--- src/rtl/vga_stream_gen_pkg.sv ---
// Shared definitions for the VGA timing source: stream bit-field layout,
// SVGA 800x600@60 default timing and coordinate helpers.
package vga_stream_gen_pkg;

    // Stream bit fields shared with the downstream drawing stages
    localparam int unsigned STR_ACTIVE  = 0;
    localparam int unsigned STR_VS      = 1;
    localparam int unsigned STR_HS      = 2;
    localparam int unsigned STR_YC_LSB  = 3;
    localparam int unsigned STR_YC_MSB  = 12;
    localparam int unsigned STR_XC_LSB  = 13;
    localparam int unsigned STR_XC_MSB  = 22;
    localparam int unsigned STR_R       = 23;
    localparam int unsigned STR_G       = 24;
    localparam int unsigned STR_B       = 25;
    localparam int unsigned STR_VGA_MSB = 22;
    localparam int unsigned STR_VGA_W   = 23;
    localparam int unsigned STR_RGB_MSB = 25;
    localparam int unsigned STR_RGB_LSB = 23;
    localparam int unsigned STR_RGB_W   = 26;

    localparam int unsigned SVGA_H_ACTIVE = 800;
    localparam int unsigned SVGA_H_FP     = 40;
    localparam int unsigned SVGA_H_SYNC   = 128;
    localparam int unsigned SVGA_H_BP     = 88;
    localparam int unsigned SVGA_V_ACTIVE = 600;
    localparam int unsigned SVGA_V_FP     = 1;
    localparam int unsigned SVGA_V_SYNC   = 4;
    localparam int unsigned SVGA_V_BP     = 23;

    localparam int unsigned CNT_W     = 11;
    localparam int unsigned CNT_LIMIT = 2048;
    localparam int unsigned COORD_W   = 10;

    // Counts above the 10-bit coordinate range clamp to 1023 instead of wrapping
    function automatic logic [COORD_W-1:0] sat_coord(input logic [CNT_W-1:0] cnt);
        return (cnt[CNT_W-1]) ? {COORD_W{1'b1}} : cnt[COORD_W-1:0];
    endfunction

endpackage

--- src/rtl/vga_stream_gen_if.sv ---
// Stream-side bundle of the VGA timing source: pixel enable in, VGA stream and
// line/frame start pulses out.
interface vga_stream_gen_if;
    import vga_stream_gen_pkg::*;

    logic                 ce;
    logic [STR_VGA_W-1:0] strVGA;
    logic                 line_start;
    logic                 frame_start;

    modport master (
        input  ce,
        output strVGA,
        output line_start,
        output frame_start
    );

    modport slave (
        output ce,
        input  strVGA,
        input  line_start,
        input  frame_start
    );

endinterface

--- src/rtl/vga_stream_gen_sync_counter.sv ---
// 11-bit wrap counter: advances when adv_i is high, wraps from Total-1 to 0,
// and flags the terminal count so a following counter can be chained.
module sync_counter
    import vga_stream_gen_pkg::*;
#(
    parameter int unsigned Total = SVGA_H_ACTIVE + SVGA_H_FP + SVGA_H_SYNC + SVGA_H_BP
) (
    input  logic             clk_i,
    input  logic             rst_i,
    input  logic             adv_i,
    output logic [CNT_W-1:0] cnt_o,
    output logic             tc_o
);

    if (Total > CNT_LIMIT || Total < 2) begin : g_total_chk
        $error("sync_counter: Total %0d out of range for an 11-bit counter", Total);
    end

    localparam logic [CNT_W-1:0] LastCnt = CNT_W'(Total - 1);

    logic [CNT_W-1:0] cnt_d, cnt_q;

    always_comb begin
        cnt_d = cnt_q;
        if (adv_i) begin
            cnt_d = (cnt_q == LastCnt) ? '0 : cnt_q + 1'b1;
        end
    end

    always_ff @(posedge clk_i or posedge rst_i) begin
        if (rst_i) begin
            cnt_q <= '0;
        end else begin
            cnt_q <= cnt_d;
        end
    end

    assign cnt_o = cnt_q;
    assign tc_o  = (cnt_q == LastCnt);

endmodule

--- src/rtl/vga_stream_gen.sv ---
// Head of the pixel pipeline: chained h/v counters feed a sync/active decode,
// registered into the 23-bit VGA stream with line and frame start pulses.
module vga_stream_gen
    import vga_stream_gen_pkg::*;
#(
    parameter int unsigned H_ACTIVE = SVGA_H_ACTIVE,
    parameter int unsigned H_FP     = SVGA_H_FP,
    parameter int unsigned H_SYNC   = SVGA_H_SYNC,
    parameter int unsigned H_BP     = SVGA_H_BP,
    parameter int unsigned V_ACTIVE = SVGA_V_ACTIVE,
    parameter int unsigned V_FP     = SVGA_V_FP,
    parameter int unsigned V_SYNC   = SVGA_V_SYNC,
    parameter int unsigned V_BP     = SVGA_V_BP,
    parameter bit          HS_POL   = 1'b1,
    parameter bit          VS_POL   = 1'b1
) (
    input  logic              px_clk,
    input  logic              reset,
    vga_stream_gen_if.master  bus
);

    localparam int unsigned H_TOTAL = H_ACTIVE + H_FP + H_SYNC + H_BP;
    localparam int unsigned V_TOTAL = V_ACTIVE + V_FP + V_SYNC + V_BP;

    localparam logic [CNT_W-1:0] HActEnd    = CNT_W'(H_ACTIVE);
    localparam logic [CNT_W-1:0] HSyncStart = CNT_W'(H_ACTIVE + H_FP);
    localparam logic [CNT_W-1:0] HSyncEnd   = CNT_W'(H_ACTIVE + H_FP + H_SYNC);
    localparam logic [CNT_W-1:0] VActEnd    = CNT_W'(V_ACTIVE);
    localparam logic [CNT_W-1:0] VSyncStart = CNT_W'(V_ACTIVE + V_FP);
    localparam logic [CNT_W-1:0] VSyncEnd   = CNT_W'(V_ACTIVE + V_FP + V_SYNC);

    localparam logic [STR_VGA_W-1:0] ResetStr = {{COORD_W{1'b0}}, {COORD_W{1'b0}},
                                                 ~HS_POL, ~VS_POL, 1'b0};

    logic [CNT_W-1:0] h_cnt, v_cnt;
    logic             h_tc;
    logic             v_adv;
    logic             unused_v_tc;

    // The vertical counter only steps on the last pixel of a line
    assign v_adv = bus.ce & h_tc;

    sync_counter #(
        .Total (H_TOTAL)
    ) u_h_cnt (
        .clk_i (px_clk),
        .rst_i (reset),
        .adv_i (bus.ce),
        .cnt_o (h_cnt),
        .tc_o  (h_tc)
    );

    sync_counter #(
        .Total (V_TOTAL)
    ) u_v_cnt (
        .clk_i (px_clk),
        .rst_i (reset),
        .adv_i (v_adv),
        .cnt_o (v_cnt),
        .tc_o  (unused_v_tc)
    );

    logic [STR_VGA_W-1:0] str_d, str_q;
    logic                 line_start_d, line_start_q;
    logic                 frame_start_d, frame_start_q;
    logic                 act, hs_on, vs_on;

    always_comb begin
        act   = (h_cnt < HActEnd) && (v_cnt < VActEnd);
        hs_on = (h_cnt >= HSyncStart) && (h_cnt < HSyncEnd);
        vs_on = (v_cnt >= VSyncStart) && (v_cnt < VSyncEnd);

        str_d         = str_q;
        line_start_d  = 1'b0;
        frame_start_d = 1'b0;
        if (bus.ce) begin
            str_d[STR_XC_MSB:STR_XC_LSB] = sat_coord(h_cnt);
            str_d[STR_YC_MSB:STR_YC_LSB] = sat_coord(v_cnt);
            str_d[STR_HS]                = hs_on ? HS_POL : ~HS_POL;
            str_d[STR_VS]                = vs_on ? VS_POL : ~VS_POL;
            str_d[STR_ACTIVE]            = act;
            line_start_d                 = (h_cnt == '0);
            frame_start_d                = (h_cnt == '0) && (v_cnt == '0);
        end
    end

    always_ff @(posedge px_clk or posedge reset) begin
        if (reset) begin
            str_q         <= ResetStr;
            line_start_q  <= 1'b0;
            frame_start_q <= 1'b0;
        end else begin
            str_q         <= str_d;
            line_start_q  <= line_start_d;
            frame_start_q <= frame_start_d;
        end
    end

    assign bus.strVGA      = str_q;
    assign bus.line_start  = line_start_q;
    assign bus.frame_start = frame_start_q;

endmodule
--- src/flat_wrapper.sv ---
// flat-port wrapper written by rule: the top's interface ports become plain ports
module vga_stream_gen_flat import vga_stream_gen_pkg::*;
#(
    parameter int unsigned H_ACTIVE = SVGA_H_ACTIVE,
    parameter int unsigned H_FP     = SVGA_H_FP,
    parameter int unsigned H_SYNC   = SVGA_H_SYNC,
    parameter int unsigned H_BP     = SVGA_H_BP,
    parameter int unsigned V_ACTIVE = SVGA_V_ACTIVE,
    parameter int unsigned V_FP     = SVGA_V_FP,
    parameter int unsigned V_SYNC   = SVGA_V_SYNC,
    parameter int unsigned V_BP     = SVGA_V_BP,
    parameter bit          HS_POL   = 1'b1,
    parameter bit          VS_POL   = 1'b1
)
  (px_clk, reset, bus_ce, bus_strVGA, bus_line_start, bus_frame_start);
  vga_stream_gen_if bus_i ();
  input  logic px_clk;
  input  logic reset;
  input wire logic [$bits(bus_i.ce)-1:0] bus_ce;
  output wire logic [$bits(bus_i.strVGA)-1:0] bus_strVGA;
  output wire logic [$bits(bus_i.line_start)-1:0] bus_line_start;
  output wire logic [$bits(bus_i.frame_start)-1:0] bus_frame_start;
  assign bus_i.ce = bus_ce;
  assign bus_strVGA = bus_i.strVGA;
  assign bus_line_start = bus_i.line_start;
  assign bus_frame_start = bus_i.frame_start;
  vga_stream_gen #(.H_ACTIVE(H_ACTIVE), .H_FP(H_FP), .H_SYNC(H_SYNC), .H_BP(H_BP), .V_ACTIVE(V_ACTIVE), .V_FP(V_FP), .V_SYNC(V_SYNC), .V_BP(V_BP), .HS_POL(HS_POL), .VS_POL(VS_POL)) u_core (.px_clk(px_clk), .reset(reset), .bus(bus_i));
endmodule
--- config.mk ---
export PLATFORM = sky130hd
export DESIGN_NAME = vga_stream_gen_flat
export DESIGN_NICKNAME = d
export VERILOG_FILES = /design/src/rtl/vga_stream_gen_pkg.sv /design/src/rtl/vga_stream_gen_if.sv /design/src/rtl/vga_stream_gen_sync_counter.sv /design/src/rtl/vga_stream_gen.sv /design/src/flat_wrapper.sv
export SDC_FILE = /design/constraint.sdc
export NUM_CORES = 1
export LEC_CHECK = 0
export CAP_MARGIN = 20
export CORE_AREA = 5 5 72 74
export CTS_BUF_LIST = sky130_fd_sc_hd__clkbuf_8
export CTS_CLUSTER_SIZE = 8
export DETAILED_ROUTE_END_ITERATION = 12
export DIE_AREA = 0 0 77 79
export PLACE_DENSITY = 0.74
export SLEW_MARGIN = 5
export SYNTH_ARGS = -nofsm -noshare
export SYNTH_HDL_FRONTEND = slang
export SYNTH_HIERARCHICAL = 1
export SYNTH_SLANG_ARGS = --single-unit
--- constraint.sdc ---
create_clock -name px_clk -period 6.05 [get_ports px_clk]
set_input_delay 0.9075 -clock px_clk [delete_from_list [all_inputs] [get_ports px_clk]]
set_output_delay 0.9075 -clock px_clk [all_outputs]
set_load 0.02 [all_outputs]
== Word-level counts from Yosys, hierarchy flattened ==
Cells that the tools add are included.

* Register bits: 47
* Latch bits: 0
* RAM bits: 0
* Memory bits (read-only): 0
* Output and inout bits: 25
* Logic and storage cells: 30
* Memories kept: 0

* Add/subtract/negate cells: 2
* Multipliers: 0
* Divide/modulo/power cells: 0
* Magnitude comparators: 6
* Equal/unequal tests: 2
* Shift operators: 0
* Multiplexer cells: 8
* Bitwise gates (word level): 1
* Reduce and logical (&&, ||, !) cells: 6

{| class="wikitable"
|+ Operators with widths
! operator !! count
|-
| $lt 11x10->1 const B || 4
|-
| $add 11x1->11 const B || 2
|-
| $ge 11x10->1 const B || 2
|-
| $logic_not 11->1 || 2
|-
| $mux 11 || 2
|-
| $mux 10 || 2
|-
| $eq 11x10->1 const B || 1
|-
| $eq 11x11->1 const B || 1
|-
| $logic_and 1x1->1 || 4
|-
| $mux 1 || 4
|-
| $and 1x1->1 || 1
|}

== Depth between registers and ports, before layout ==
* Depth after elaboration: 3
* Gate-level depth with buffers: 9
* Gate-level depth less buffers: 8

== By module ==
The synthesis kept the hierarchy.

{| class="wikitable"
|+ By module, submodules not included
! module !! instances !! cells an instance !! area each (µm²)
|-
| vga_stream_gen || 1 || 85 || 1029.7
|-
| sync_counter (u_core.u_v_cnt) || 1 || 59 || 583.1
|-
| sync_counter (u_core.u_h_cnt) || 1 || 53 || 561.8
|}

== Worst setup path before layout ==
No wires, ideal clock.

* Path kind: input to register
* Start: input port bus_ce
* End: register u_core.u_v_cnt.cnt_q[5] (netlist: u_core/u_v_cnt/cnt_o[5])
* Data arrival time: 2.111 ns
* Required time: 5.923 ns
* Path slack: 3.811 ns
* Cell stages on the path: 8
* Path through: buf_2 -> buf_2 -> and2_1 -> buf_2 -> nand3_1 -> or2_1 -> a21boi_1 -> o22ai_1

* Cells in the longest elaborated chain, start to end: 1

{| class="wikitable"
|+ Ends and longest elaborated chain
! what !! RTL line !! source
|-
| from (decl) || flat_wrapper.sv:19 || <nowiki>input wire logic [$bits(bus_i.ce)-1:0] bus_ce;</nowiki>
|-
| $and 1x1->1 || vga_stream_gen.sv:41 || <nowiki>assign v_adv = bus.ce & h_tc;</nowiki>
|-
| net u_core.v_adv || vga_stream_gen.sv:37 || <nowiki>logic v_adv;</nowiki>
|-
| to (signal assigned) || vga_stream_gen_sync_counter.sv:34 || <nowiki>cnt_q <= cnt_d;</nowiki>
|-
| to (decl) || vga_stream_gen_sync_counter.sv:21 || <nowiki>logic [CNT_W-1:0] cnt_d, cnt_q;</nowiki>
|}

The timed path passes the listed nets, and every way through them passes these cells.
A chain may end at the register's enable or synchronous reset.

== Worst setup path after layout ==
* Start: input port bus_ce
* End: register u_core.u_v_cnt.cnt_q[9] (netlist: u_core/u_v_cnt/cnt_o[9])

Same word-level chain as after synthesis.

==> summary.txt <==
STA
  • Maximum clock frequency: between 0.3 and 0.4 GHz
  • Max-Slew Margin vs Limit: a little under two fifths
  • Unrepaired setup endpoints after global routing: false
  • Final critical path time including I/O delays and setup: 2610 ps
  • Worst-margin pin slew: 934 ps
  • Endpoints failing hold: 0
  • Final clock period utilization by the worst path: between 40% and 50%
  • Worst Setup Slack, final: 3440 ps
  • Total of endpoints with negative setup slack in the final report: 0
  • Clock Skews: between 4 and 5 ps
  • Sum of negative setup slack: 0 ps
  • Count of final max-slew check failures: 0

Power
  • Psw: 0.000225 W
  • Cell Int Power: ~0.00053 W
  • Power share of the combinational group: 19.7%
  • Cell area power density: between 200 and 300 mW/mm2
  • Clock share of power: roughly 27%
  • Switch share: ~30%
  • Maximum vdd drop: approximately 0.14 mV
  • Leakage power: between 1 and 1.5 nW
  • Power share of the sequential group: approximately 53%
  • Total chip power: between 0.0007 and 0.0008 W

Run
  • Number of violations of the max-capacitance limit: 0

Route
  • Drt first-iter violations: about 110
  • 1st-pass router iterations: 4
  • Via count: roughly 1,600
  • Number of design rule violations left after detail routing: 0
  • Vias per Instance: 5.78
  • Number of nets with antenna violations after detailed routing: 0
  • Aggregate routed wire length: between 4000 and 5000 um
  • WL/cell: 15.8 um

Global route
  • Initial antenna violation count: 0
  • Busiest layer in global routing: met2
  • Met3 track demand over resource in global routing: 3.97%
  • Met2 track demand over resource: between 20% and 30%
  • All-Layer GR Usage: 15.5%
  • Global-route wire length before repair: approximately 7600 um
  • Global Route met1 Usage: approximately 22%
  • Pin count of the biggest net entering global routing: 42
  • Via count of the first global-routing pass: roughly 1,500
  • Congestion Overflow GR: 0

Synth
  • Total nets after synthesis: 201
  • Yosys warning count: 6
  • Synthesized instance count: between 150 and 200
  • Avg Cell Area, Syn: about 11 um2
  • Combined area of all synthesized cells: between 0.002 and 0.0025 mm2

Final layout
  • Share of cells above drive strength 1: approximately a tenth
  • Final-stage net count: between 200 and 250
  • Filler Cells Inserted: about 400
  • Synth-to-Final Area Change: 19.2%
  • Count of inserted antenna diode cells: 0

CTS
  • Clock tree from TritonCTS: yes
  • Post-CTS Setup Repair Bufs: 0
  • H-tree levels: 2
  • Clock-pin slew on the worst setup and hold paths: roughly 80 ps
  • Skew-Pair Late Insertion Delay: about 290 ps
  • Clock net sink count: between 40 and 50
  • Root buffer cell: sky130_fd_sc_hd__clkbuf_8
  • Num CTS Buffers: 5
  • Post-cts gate resize count: 0
  • Buffer levels on the longest clock path: 2
  • Cts hold-fix bufs: 0

Setup path
  • Category of the worst setup path launch point: input pin
  • Crit path max fanout: between 40 and 50
  • Category of the worst setup path capture point: register
  • Endpoint of the most critical register-to-register path: u_core/u_v_cnt/cnt_o[9]
  • Arrival time of data at the critical path endpoint: 2770 ps
  • Worst r2r path cells: 7
  • Reg2reg start: u_core/u_h_cnt/cnt_o[6]
  • Data required time at the worst endpoint: 6220 ps
  • Startpoint-to-endpoint class of the critical path: in -> reg
  • Flop2flop setup slack: approximately 3700 ps

Min path
  • Worst Hold Depth: 2
  • Endpoint, Worst Hold: u_core/bus.strVGA[0]
  • Classification of the worst-slack hold path: reg -> reg
  • Min-delay src: u_core/bus.strVGA[0]

Floorplan
  • Area of the core: between 0.004 and 0.005 mm2
  • Die Area: about 0.0061 mm2
  • Horizontal die dimension: roughly 77 um
  • Number of I/O pins: 28
  • Die Ht: 79 um
  • Starting density of the core: 47.8%
  • Standard-cell rows: 25

Place
  • Half-perimeter wire length after detailed placement: roughly 3000 um
  • GP Congestion: between 0.8 and 0.9
  • Port Buffers: 27
  • Pre-CTS setup slack: approximately 3100 ps

Run status
  • Result of the run: finished, final reports clean
## state kept, by name, summed over array words and instances (netlist names)
| signal | count |
|---|---|
| u_core/bus.strVGA | 23 |
| u_core/u_h_cnt/cnt_o | 11 |
| u_core/u_v_cnt/cnt_o | 11 |
| u_core/bus.frame_start | 1 |
| u_core/bus.line_start | 1 |
## placed cells by master, fill, tap and decap left out, types with 2 or more instances in the layout
cell / n
sky130_fd_sc_hd__xnor2_1: 7
sky130_fd_sc_hd__nor4_1: 4
sky130_fd_sc_hd__or4_4: 2
sky130_fd_sc_hd__a31oi_1: 7
sky130_fd_sc_hd__nand3_1: 7
sky130_fd_sc_hd__and2_1: 3
sky130_fd_sc_hd__o31ai_1: 2
sky130_fd_sc_hd__inv_1: 9
sky130_fd_sc_hd__xor2_1: 7
sky130_fd_sc_hd__clkdlybuf4s50_1: 27
sky130_fd_sc_hd__nor2_1: 10
sky130_fd_sc_hd__and3_1: 2
sky130_fd_sc_hd__nand4_1: 6
sky130_fd_sc_hd__nor3_1: 6
sky130_fd_sc_hd__nand2b_1: 4
sky130_fd_sc_hd__o21ai_0: 2
sky130_fd_sc_hd__a21oi_1: 3
sky130_fd_sc_hd__o22a_1: 17
sky130_fd_sc_hd__dfrtp_1: 47
sky130_fd_sc_hd__o22ai_1: 4
sky130_fd_sc_hd__ha_1: 2
sky130_fd_sc_hd__nor3_2: 3
sky130_fd_sc_hd__nand2_1: 15
sky130_fd_sc_hd__clkbuf_8: 7
## worst max-delay path: stages
cell	delay [ps]
sky130_fd_sc_hd__clkdlybuf4s50_1	450
sky130_fd_sc_hd__buf_4	350
sky130_fd_sc_hd__and2_1	390
sky130_fd_sc_hd__nand3_1	150
sky130_fd_sc_hd__or2_1	270
sky130_fd_sc_hd__o22ai_1	140
sky130_fd_sc_hd__a31oi_1	100
## power groups by stage
stage	Combinational (W)	Sequential [W]	Clock [W]
after global placement	0.000146	0.000405	0
after detailed placement	0.000148	0.000406	0
after global routing	0.000161	0.000407	0.000224
after floorplan	0.0000742	0.000417	0
final	0.000148	0.000399	0.000204
after CTS	0.000150	0.000399	0.000212
## worst max-delay path by stage
stage	end	from	cells after the start
6_report	u_core/u_v_cnt/cnt_o[9]	bus_ce	7
2_1_floorplan	u_core/u_v_cnt/cnt_o[5]	bus_ce	8
3_5_place_dp	u_core/u_v_cnt/cnt_o[9]	bus_ce	7
4_1_cts	u_core/u_v_cnt/cnt_o[9]	bus_ce	7
3_3_place_gp	u_core/u_v_cnt/cnt_o[9]	bus_ce	7
5_1_grt	u_core/u_v_cnt/cnt_o[5]	bus_ce	7
## per-layer routing
layer / share of wire (%) / vias up
li1: - / 781
met1: 50 / 784
met2: 43 / 41
met3: 4.9 / 6
met4: 1.9 / 0
met5: 0 / -
## cell type report
class | instances | area, um2 | area share, %
Multi-Input combinational cell | 133 | 923 | 35.8
Timing Repair Buffer | 28 | 278 | 10.8
Clock buffer | 7 | 96.3 | 3.73
Sequential cell | 47 | 1180 | 45.5
Tap cell | 54 | 67.6 | 2.62
Clock inverter | 1 | 7.51 | 0.291
Inverter | 9 | 33.8 | 1.31
## metrics by stage
stage               util (%)  hold slack (ps)  instances  cell area (um2)
floorplan                  -              521        196             2170
global placement        54.6              485        271             2480
detailed placement      54.6              482        271             2480
CTS                     56.9              506        279             2580
global route            56.9              529        279             2580
finish                  56.9              501        279             2580
(Power assumes the default switching activity.)
